`config.mk`:
```
export PLATFORM = sky130hd
export DESIGN_NAME = membus_master_flat
export DESIGN_NICKNAME = d
export VERILOG_FILES = /design/src/rtl/membus_master_if.sv /design/src/rtl/membus_master.sv /design/src/flat_wrapper.sv
export SDC_FILE = /design/constraint.sdc
export NUM_CORES = 1
export LEC_CHECK = 0
export ABC_CLOCK_PERIOD_IN_PS = 4700
export CORE_MARGIN = 8
export CORE_UTILIZATION = 44
export DETAILED_ROUTE_END_ITERATION = 10
export PLACE_DENSITY = 0.84
export SKIP_CTS_REPAIR_TIMING = 1
export SYNTH_ARGS = -nofsm -noshare
export SYNTH_HDL_FRONTEND = slang
export SYNTH_SLANG_ARGS = --single-unit
export TNS_END_PERCENT = 100
```
`constraint.sdc`:
```
create_clock -name clk -period 4.7 [get_ports clk]
set_input_delay 0.94 -clock clk [delete_from_list [all_inputs] [get_ports clk]]
set_output_delay 0.94 -clock clk [all_outputs]
set_load 0.03 [all_outputs]
```
`src/rtl/membus_master_if.sv`:
```
`default_nettype none
// ============================================================================
// Module      : membus_master_if
// Description : Bundle for the membus master. Carries the client request
//               side (req/rdata/done) and the membus core-memory side
//               (rq_cyc/rd_rq/wr_rq/ma/sel/mb_out/wr_rs, addr_ack/rd_rs/mb_in).
// Revision    : 1.0 - initial release
// ----------------------------------------------------------------------------
// Modports
//   master : view of membus_master (drives busy/rdata/done and membus outputs)
//   slave  : view of the client plus core memory (drives req and membus inputs)
// Bit numbering follows the host machine: bit 0 is the word MSB.
// ============================================================================
interface membus_master_if;
  // client request side
  logic         req;
  logic         req_rd;
  logic         req_wr;
  logic [18:35] req_addr;
  logic         req_fmc_en;
  logic [0:35]  wdata;
  logic         wdata_stb;
  logic         busy;
  logic [0:35]  rdata;
  logic         rd_done;
  logic         done;
  logic         nxm;
  // membus side
  logic         membus_rq_cyc;
  logic         membus_rd_rq;
  logic         membus_wr_rq;
  logic [21:35] membus_ma;
  logic [18:21] membus_sel;
  logic         membus_fmc_select;
  logic [0:35]  membus_mb_out;
  logic         membus_wr_rs;
  logic         membus_addr_ack;
  logic         membus_rd_rs;
  logic [0:35]  membus_mb_in;

  modport master (
    input  req, req_rd, req_wr, req_addr, req_fmc_en, wdata, wdata_stb,
    output busy, rdata, rd_done, done, nxm,
    output membus_rq_cyc, membus_rd_rq, membus_wr_rq, membus_ma, membus_sel,
    output membus_fmc_select, membus_mb_out, membus_wr_rs,
    input  membus_addr_ack, membus_rd_rs, membus_mb_in
  );

  modport slave (
    output req, req_rd, req_wr, req_addr, req_fmc_en, wdata, wdata_stb,
    input  busy, rdata, rd_done, done, nxm,
    input  membus_rq_cyc, membus_rd_rq, membus_wr_rq, membus_ma, membus_sel,
    input  membus_fmc_select, membus_mb_out, membus_wr_rs,
    output membus_addr_ack, membus_rd_rs, membus_mb_in
  );
endinterface
`default_nettype wire

```
`src/rtl/membus_master.sv`:
```
`default_nettype none
// ============================================================================
// Module      : membus_master
// Description : Processor-side initiator for the membus core-memory protocol.
//               Turns a read / write / read-modify-write request into the
//               rq_cyc / rd_rq / wr_rq / ma / sel sequence, collects read data
//               until rd_rs, drives write data then wr_rs, and flags
//               non-existent memory when addr_ack or rd_rs never arrives.
// Revision    : 1.0 - initial release
// ----------------------------------------------------------------------------
// Ports
//   clk    in  system clock
//   reset  in  asynchronous active-high reset; abandons any cycle in flight
//   bus    membus_master_if.master - client request and membus signals
// Parameters
//   NXM_CYC   cycles to wait for addr_ack before flagging NXM
//   DATA_CYC  cycles write data is driven on membus_mb_out
//   RS_CYC    cycles to wait for rd_rs before flagging NXM
// ============================================================================
module membus_master #(
  parameter int NXM_CYC  = 1000,
  parameter int DATA_CYC = 2,
  parameter int RS_CYC   = 4000
) (
  input  logic            clk,
  input  logic            reset,
  membus_master_if.master bus
);

  localparam int c_max_ab  = (NXM_CYC > RS_CYC) ? NXM_CYC : RS_CYC;
  localparam int c_max_cyc = (c_max_ab > DATA_CYC) ? c_max_ab : DATA_CYC;
  localparam int c_tw      = $clog2(c_max_cyc + 1);

  localparam logic [c_tw-1:0] c_nxm_last  = c_tw'(NXM_CYC - 1);
  localparam logic [c_tw-1:0] c_rs_last   = c_tw'(RS_CYC - 1);
  localparam logic [c_tw-1:0] c_data_last = c_tw'(DATA_CYC - 1);
  localparam logic [c_tw-1:0] c_one       = c_tw'(1);

  typedef enum logic [2:0] {
    S_IDLE     = 3'd0,
    S_RQ       = 3'd1,
    S_RD_WAIT  = 3'd2,
    S_RMW_WAIT = 3'd3,
    S_WR_DATA  = 3'd4,
    S_WR_GAP   = 3'd5,
    S_WR_RS    = 3'd6,
    S_DONE     = 3'd7
  } state_t;

  state_t          r_state;
  state_t          w_state_nxt;
  logic [c_tw-1:0] r_timer;
  logic [c_tw-1:0] w_timer_nxt;
  logic            w_set_nxm;

  logic [18:35]    r_addr;
  logic            r_rd;
  logic            r_wr;
  logic            r_fmc_sel;
  logic [0:35]     r_wdata;
  logic [0:35]     r_rdata;
  logic            r_nxm;

  logic            w_accept;
  logic            w_in_rq;
  logic            w_stb_take;

  // A request with neither mode bit set is not a cycle and is dropped.
  assign w_accept   = (r_state == S_IDLE) && bus.req && (bus.req_rd || bus.req_wr);
  assign w_in_rq    = (r_state == S_RQ);
  assign w_stb_take = (r_state == S_RMW_WAIT) && bus.wdata_stb;

  // --------------------------------------------------------------------------
  // State and cycle timer
  // --------------------------------------------------------------------------
  always_ff @(posedge clk or posedge reset) begin
    if (reset) begin
      r_state <= S_IDLE;
      r_timer <= '0;
    end else begin
      r_state <= w_state_nxt;
      r_timer <= w_timer_nxt;
    end
  end

  // The single timer is reused by RQ, RD_WAIT and WR_DATA; every transition
  // into one of those states clears it so each starts counting from zero.
  always_comb begin
    w_state_nxt = r_state;
    w_timer_nxt = r_timer;
    w_set_nxm   = 1'b0;
    case (r_state)
      S_IDLE: begin
        if (w_accept) begin
          w_state_nxt = S_RQ;
          w_timer_nxt = '0;
        end
      end
      S_RQ: begin
        // Ack is tested first so an ack on the final timeout cycle wins.
        if (bus.membus_addr_ack) begin
          w_state_nxt = r_rd ? S_RD_WAIT : S_WR_DATA;
          w_timer_nxt = '0;
        end else if (r_timer == c_nxm_last) begin
          w_state_nxt = S_DONE;
          w_timer_nxt = '0;
          w_set_nxm   = 1'b1;
        end else begin
          w_timer_nxt = r_timer + c_one;
        end
      end
      S_RD_WAIT: begin
        if (bus.membus_rd_rs) begin
          w_state_nxt = r_wr ? S_RMW_WAIT : S_DONE;
          w_timer_nxt = '0;
        end else if (r_timer == c_rs_last) begin
          w_state_nxt = S_DONE;
          w_timer_nxt = '0;
          w_set_nxm   = 1'b1;
        end else begin
          w_timer_nxt = r_timer + c_one;
        end
      end
      S_RMW_WAIT: begin
        if (bus.wdata_stb) begin
          w_state_nxt = S_WR_DATA;
          w_timer_nxt = '0;
        end
      end
      S_WR_DATA: begin
        if (r_timer == c_data_last) begin
          w_state_nxt = S_WR_GAP;
          w_timer_nxt = '0;
        end else begin
          w_timer_nxt = r_timer + c_one;
        end
      end
      S_WR_GAP: w_state_nxt = S_WR_RS;
      S_WR_RS:  w_state_nxt = S_DONE;
      S_DONE:   w_state_nxt = S_IDLE;
      default:  w_state_nxt = S_IDLE;
    endcase
  end

  // --------------------------------------------------------------------------
  // Request, write data and read data registers
  // --------------------------------------------------------------------------
  always_ff @(posedge clk or posedge reset) begin
    if (reset) begin
      r_addr    <= '0;
      r_rd      <= 1'b0;
      r_wr      <= 1'b0;
      r_fmc_sel <= 1'b0;
      r_wdata   <= '0;
      r_rdata   <= '0;
      r_nxm     <= 1'b0;
    end else begin
      if (w_accept) begin
        r_addr    <= bus.req_addr;
        r_rd      <= bus.req_rd;
        r_wr      <= bus.req_wr;
        // Fast memory covers word addresses 0..017 only.
        r_fmc_sel <= bus.req_fmc_en && (bus.req_addr[18:31] == '0);
        r_rdata   <= '0;
        r_nxm     <= 1'b0;
        // RMW write data arrives later on wdata_stb, not with the request.
        if (bus.req_wr && !bus.req_rd) begin
          r_wdata <= bus.wdata;
        end
      end
      if (w_stb_take) begin
        r_wdata <= bus.wdata;
      end
      // mb_in is a pulsed OR-bus: accumulate every cycle, including the
      // rd_rs cycle, since data bits may land on different cycles.
      if (r_state == S_RD_WAIT) begin
        r_rdata <= r_rdata | bus.membus_mb_in;
      end
      if (w_set_nxm) begin
        r_nxm <= 1'b1;
      end
    end
  end

  // --------------------------------------------------------------------------
  // Outputs decoded from state so an asynchronous reset drops them at once
  // --------------------------------------------------------------------------
  assign bus.busy              = (r_state != S_IDLE) && (r_state != S_DONE);
  assign bus.rdata             = r_rdata;
  assign bus.rd_done           = (r_state == S_RD_WAIT) && bus.membus_rd_rs;
  assign bus.done              = (r_state == S_DONE);
  assign bus.nxm               = (r_state == S_DONE) && r_nxm;

  assign bus.membus_rq_cyc     = w_in_rq;
  assign bus.membus_rd_rq      = w_in_rq && r_rd;
  assign bus.membus_wr_rq      = w_in_rq && r_wr;
  assign bus.membus_ma         = w_in_rq ? r_addr[21:35] : '0;
  assign bus.membus_sel        = w_in_rq ? r_addr[18:21] : '0;
  assign bus.membus_fmc_select = w_in_rq && r_fmc_sel;
  // The one-cycle zero after the data phase (WR_GAP) gives the core a
  // falling edge on |mb_in before wr_rs.
  assign bus.membus_mb_out     = (r_state == S_WR_DATA) ? r_wdata : '0;
  assign bus.membus_wr_rs      = (r_state == S_WR_RS);

endmodule
`default_nettype wire

```
`src/flat_wrapper.sv`:
```
// flat-port wrapper written by rule: the top's interface ports become plain ports
module membus_master_flat 
#(
  parameter int NXM_CYC  = 1000,
  parameter int DATA_CYC = 2,
  parameter int RS_CYC   = 4000
)
  (clk, reset, bus_req, bus_req_rd, bus_req_wr, bus_req_addr, bus_req_fmc_en, bus_wdata, bus_wdata_stb, bus_busy, bus_rdata, bus_rd_done, bus_done, bus_nxm, bus_membus_rq_cyc, bus_membus_rd_rq, bus_membus_wr_rq, bus_membus_ma, bus_membus_sel, bus_membus_fmc_select, bus_membus_mb_out, bus_membus_wr_rs, bus_membus_addr_ack, bus_membus_rd_rs, bus_membus_mb_in);
  membus_master_if bus_i ();
  input  logic clk;
  input  logic reset;
  input wire logic [$bits(bus_i.req)-1:0] bus_req;
  input wire logic [$bits(bus_i.req_rd)-1:0] bus_req_rd;
  input wire logic [$bits(bus_i.req_wr)-1:0] bus_req_wr;
  input wire logic [$bits(bus_i.req_addr)-1:0] bus_req_addr;
  input wire logic [$bits(bus_i.req_fmc_en)-1:0] bus_req_fmc_en;
  input wire logic [$bits(bus_i.wdata)-1:0] bus_wdata;
  input wire logic [$bits(bus_i.wdata_stb)-1:0] bus_wdata_stb;
  output wire logic [$bits(bus_i.busy)-1:0] bus_busy;
  output wire logic [$bits(bus_i.rdata)-1:0] bus_rdata;
  output wire logic [$bits(bus_i.rd_done)-1:0] bus_rd_done;
  output wire logic [$bits(bus_i.done)-1:0] bus_done;
  output wire logic [$bits(bus_i.nxm)-1:0] bus_nxm;
  output wire logic [$bits(bus_i.membus_rq_cyc)-1:0] bus_membus_rq_cyc;
  output wire logic [$bits(bus_i.membus_rd_rq)-1:0] bus_membus_rd_rq;
  output wire logic [$bits(bus_i.membus_wr_rq)-1:0] bus_membus_wr_rq;
  output wire logic [$bits(bus_i.membus_ma)-1:0] bus_membus_ma;
  output wire logic [$bits(bus_i.membus_sel)-1:0] bus_membus_sel;
  output wire logic [$bits(bus_i.membus_fmc_select)-1:0] bus_membus_fmc_select;
  output wire logic [$bits(bus_i.membus_mb_out)-1:0] bus_membus_mb_out;
  output wire logic [$bits(bus_i.membus_wr_rs)-1:0] bus_membus_wr_rs;
  input wire logic [$bits(bus_i.membus_addr_ack)-1:0] bus_membus_addr_ack;
  input wire logic [$bits(bus_i.membus_rd_rs)-1:0] bus_membus_rd_rs;
  input wire logic [$bits(bus_i.membus_mb_in)-1:0] bus_membus_mb_in;
  assign bus_i.req = bus_req;
  assign bus_i.req_rd = bus_req_rd;
  assign bus_i.req_wr = bus_req_wr;
  assign bus_i.req_addr = bus_req_addr;
  assign bus_i.req_fmc_en = bus_req_fmc_en;
  assign bus_i.wdata = bus_wdata;
  assign bus_i.wdata_stb = bus_wdata_stb;
  assign bus_busy = bus_i.busy;
  assign bus_rdata = bus_i.rdata;
  assign bus_rd_done = bus_i.rd_done;
  assign bus_done = bus_i.done;
  assign bus_nxm = bus_i.nxm;
  assign bus_membus_rq_cyc = bus_i.membus_rq_cyc;
  assign bus_membus_rd_rq = bus_i.membus_rd_rq;
  assign bus_membus_wr_rq = bus_i.membus_wr_rq;
  assign bus_membus_ma = bus_i.membus_ma;
  assign bus_membus_sel = bus_i.membus_sel;
  assign bus_membus_fmc_select = bus_i.membus_fmc_select;
  assign bus_membus_mb_out = bus_i.membus_mb_out;
  assign bus_membus_wr_rs = bus_i.membus_wr_rs;
  assign bus_i.membus_addr_ack = bus_membus_addr_ack;
  assign bus_i.membus_rd_rs = bus_membus_rd_rs;
  assign bus_i.membus_mb_in = bus_membus_mb_in;
  membus_master #(.NXM_CYC(NXM_CYC), .DATA_CYC(DATA_CYC), .RS_CYC(RS_CYC)) u_core (.clk(clk), .reset(reset), .bus(bus_i));
endmodule
```
==> flow_metrics.env <==
export IMPL_status="complete, no violations"
export IMPL_period_minus_slack_ps=3660
export IMPL_cp_start_kind="register"
export IMPL_worst_pin_slew_ps=1220
export IMPL_final_antenna_net_count=0
export IMPL_grt_overflow=0
export IMPL_cts_made_buffers=9
export IMPL_synth_edff_count=0
export IMPL_area_growth_pct=45.6
export IMPL_hold_depth=2
export IMPL_finalNetCount=695
export IMPL_regToRegEndpoint="u_core.r_wdata[9]"
export IMPL_hp_start="u_core.r_nxm"
export IMPL_hold_end="u_core.r_nxm"
export IMPL_place_congestion=0.902
export IMPL_drv_cap=0
export IMPL_setup_tns_ps=0
export IMPL_cp_arrival_ps=2720
export IMPL_worstSetupEndpointType="primary output"
export IMPL_core_um2=10900
export IMPL_wirelength_mm=13.7
export IMPL_rr_worst_depth=5
export IMPL_h_tree_depth=3
export IMPL_power_leakage_nw=3.27
export IMPL_dieArea_um2=14900
export IMPL_via_per_inst=5.30
export IMPL_dr_total_vias=3907
export IMPL_critPathKind="reg2out"
export IMPL_ys_seq_area_share_pct=55.3
export IMPL_maxSlewViolCount=0
export IMPL_synth_area_top_cells="dfrtp_1, mux2_1, and2_1"
export IMPL_regArea_um2=2730
export IMPL_cellPowerDensity_nw_per_um2=220
export IMPL_cts_max_path_buffers=2
export IMPL_die_height_um=122
export IMPL_fmax_mhz=273
export IMPL_drcViolationCount=0
export IMPL_yosysWarnings=0
export IMPL_dp_hpwl_mm=10.5
export IMPL_grt_pass1_vias=4162
export IMPL_syn_nets=505
export IMPL_finalClockSkew_ps=12.6
export IMPL_start_util_pct=45.3
export IMPL_hold_slack_ps=465
export IMPL_clockRootBuffer="clkbuf_8"
export IMPL_setup_viol=0
export IMPL_rows=38
export IMPL_multi_input_comb_area_um2=2070
export IMPL_final_cell_mix="clkdlybuf4s50_1, dfrtp_1, and2_1, a22o_1, mux2_1"
export IMPL_yosysTopAreaCell="dfrtp_1"
export IMPL_ioPinCount=199
export IMPL_num_fill_cells=824
export IMPL_final_common_cell="clkdlybuf4s50_1"
export IMPL_crit_fanout=22
export IMPL_port_buffers=198
export IMPL_synthCells=404
export IMPL_grt_util_all_layers_pct=18.5
export IMPL_synthArstFlopShare_pct=100
export IMPL_cts_clk_slew_worst_paths_ps=90
export IMPL_peakVddDrop_uv=148
export IMPL_antenna_found_initial=0
export IMPL_clock_latency_ps=360
export IMPL_slew_limit_headroom_pct=18.9
export IMPL_grt_max_degree=85
export IMPL_drive_gt1_share_pct=8.38
export IMPL_syn_area_um2=4940
export IMPL_synth_seq_cells=109
export IMPL_firstDrtPassIters=4
export IMPL_first_iter_violations=176
export IMPL_cts_sink_count=109
export IMPL_period_share_pct=78.0
export IMPL_reg2reg_from="u_core.r_state[0]"
export IMPL_cts_tree="yes"
export IMPL_yosysTopAreaCellShare_pct=55.3
export IMPL_routedWlPerCell_um=18.6
export IMPL_fin_total_pwr_w=0.00158
export IMPL_grt_pass1_wl_mm=21.8
export IMPL_min_path_type="reg2reg"
export IMPL_syn_area_per_cell_um2=12.2
export IMPL_rsz0062_at_grt="no"
export IMPL_synth_ff_type="dfrtp_1"
export IMPL_diodes=0
export IMPL_required_ps=3760
export IMPL_r2r_setup_slack_ps=1910
export IMPL_synthDistinctLibCells=50
export IMPL_die_x_um=122
export IMPL_final_hold_viol_count=0
[metrics by stage]
| step | utilization (%) | cells | cell area [um2] | worst slack [ps] |
|---|---|---|---|---|
| after floorplan | - | 404 | 4940 | 886 |
| after global placement | 64.4 | 723 | 7010 | 1480 |
| after detailed placement | 64.4 | 723 | 7010 | 1410 |
| after CTS | 66.0 | 737 | 7190 | 1010 |
| after global routing | 66.0 | 737 | 7190 | 846 |
| final | 66.0 | 737 | 7190 | 1040 |
[synth_stat cells, types with 2 or more instances]
library cell  instances
o21ai_0              10
nand2_1              20
nand3_1               5
clkbuf_8              2
or3_1                 3
ha_1                  2
a22oi_1               2
o21ai_1               5
o41ai_4               2
mux2_1               33
o211ai_1              4
inv_2                 2
nor4_1                3
dfrtp_1             109
inv_1                 4
and2_1               59
mux2i_1               2
a22o_1               37
mux2_2               21
nor2b_1               3
nor2_1               10
buf_2                 3
and3_1                4
a21oi_1               4
buf_4                 2
buf_6                 2
xor2_1                2
o31ai_1               2
nor4b_1               3
nand4_1               5
nor3_1                7
clkbuf_1             14
[flip-flops by register name (all words and copies together), names as in the netlist]
register	cells
u_core.r_wr	1
u_core.r_wdata	36
u_core.r_fmc_sel	1
u_core.r_timer	12
u_core.bus.rdata	36
u_core.r_rd	1
u_core.r_addr	18
u_core.r_state	3
u_core.r_nxm	1
[power by group]
group          switching [W]  internal, W
logic              0.0000330    0.0000727
registers                  0     0.000937
clock network       0.000287     0.000255
[cell type report]
cell class	instances	area share (%)
multi-input cells	266	28.8
well taps	140	2.44
inverters	6	0.348
flip-flops and latches	109	37.9
clock inverters	2	0.487
clock buffers	12	2.02
repair buffers	202	28.0
[routing by layer]
layer	vias up	track usage (%)	routed length, um
met4	0	9.79	529
met5	-	0	0
met1	1898	20.0	5140
met3	32	5.37	1000
met2	151	32.2	7060
li1	1826	-	-
[worst max-delay path by stage]
| stage | start | endpoint | slack, ps | cells after the start |
|---|---|---|---|---|
| finish | u_core.r_state[0] | bus_membus_ma[14] | 1040 | 3 |
| global route | u_core.r_state[0] | bus_membus_ma[14] | 850 | 3 |
| CTS | u_core.r_state[0] | bus_membus_ma[14] | 1010 | 3 |
| detailed placement | u_core.r_state[0] | bus_membus_ma[14] | 1410 | 3 |
| global placement | bus_membus_rd_rs | bus_rd_done | 1480 | 3 |
| floorplan | reset | u_core.bus.rdata[0] | 890 | 1 |
[kinds of logic (layout without fill, tap and decap cells)]
kind of cell	Yosys count	in the layout	synth area share, %
AO/OA/AOI/OAI	73	73	12.1
XOR/XNOR	2	2	0.355
adder cells (fa/ha/maj)	2	2	0.507
buffers and inverters	29	222	3.14
flip-flops	109	109	55.3
multiplexers	56	56	12.7
AND/OR/NAND/NOR	133	133	15.9
[worst max-delay path, cell delays in order (launching register included)]
cell             delay [ps]
dfrtp_1                 750
and3_1                  670
and2_1                  250
clkdlybuf4s50_1         690
(Power assumes the default switching activity.)
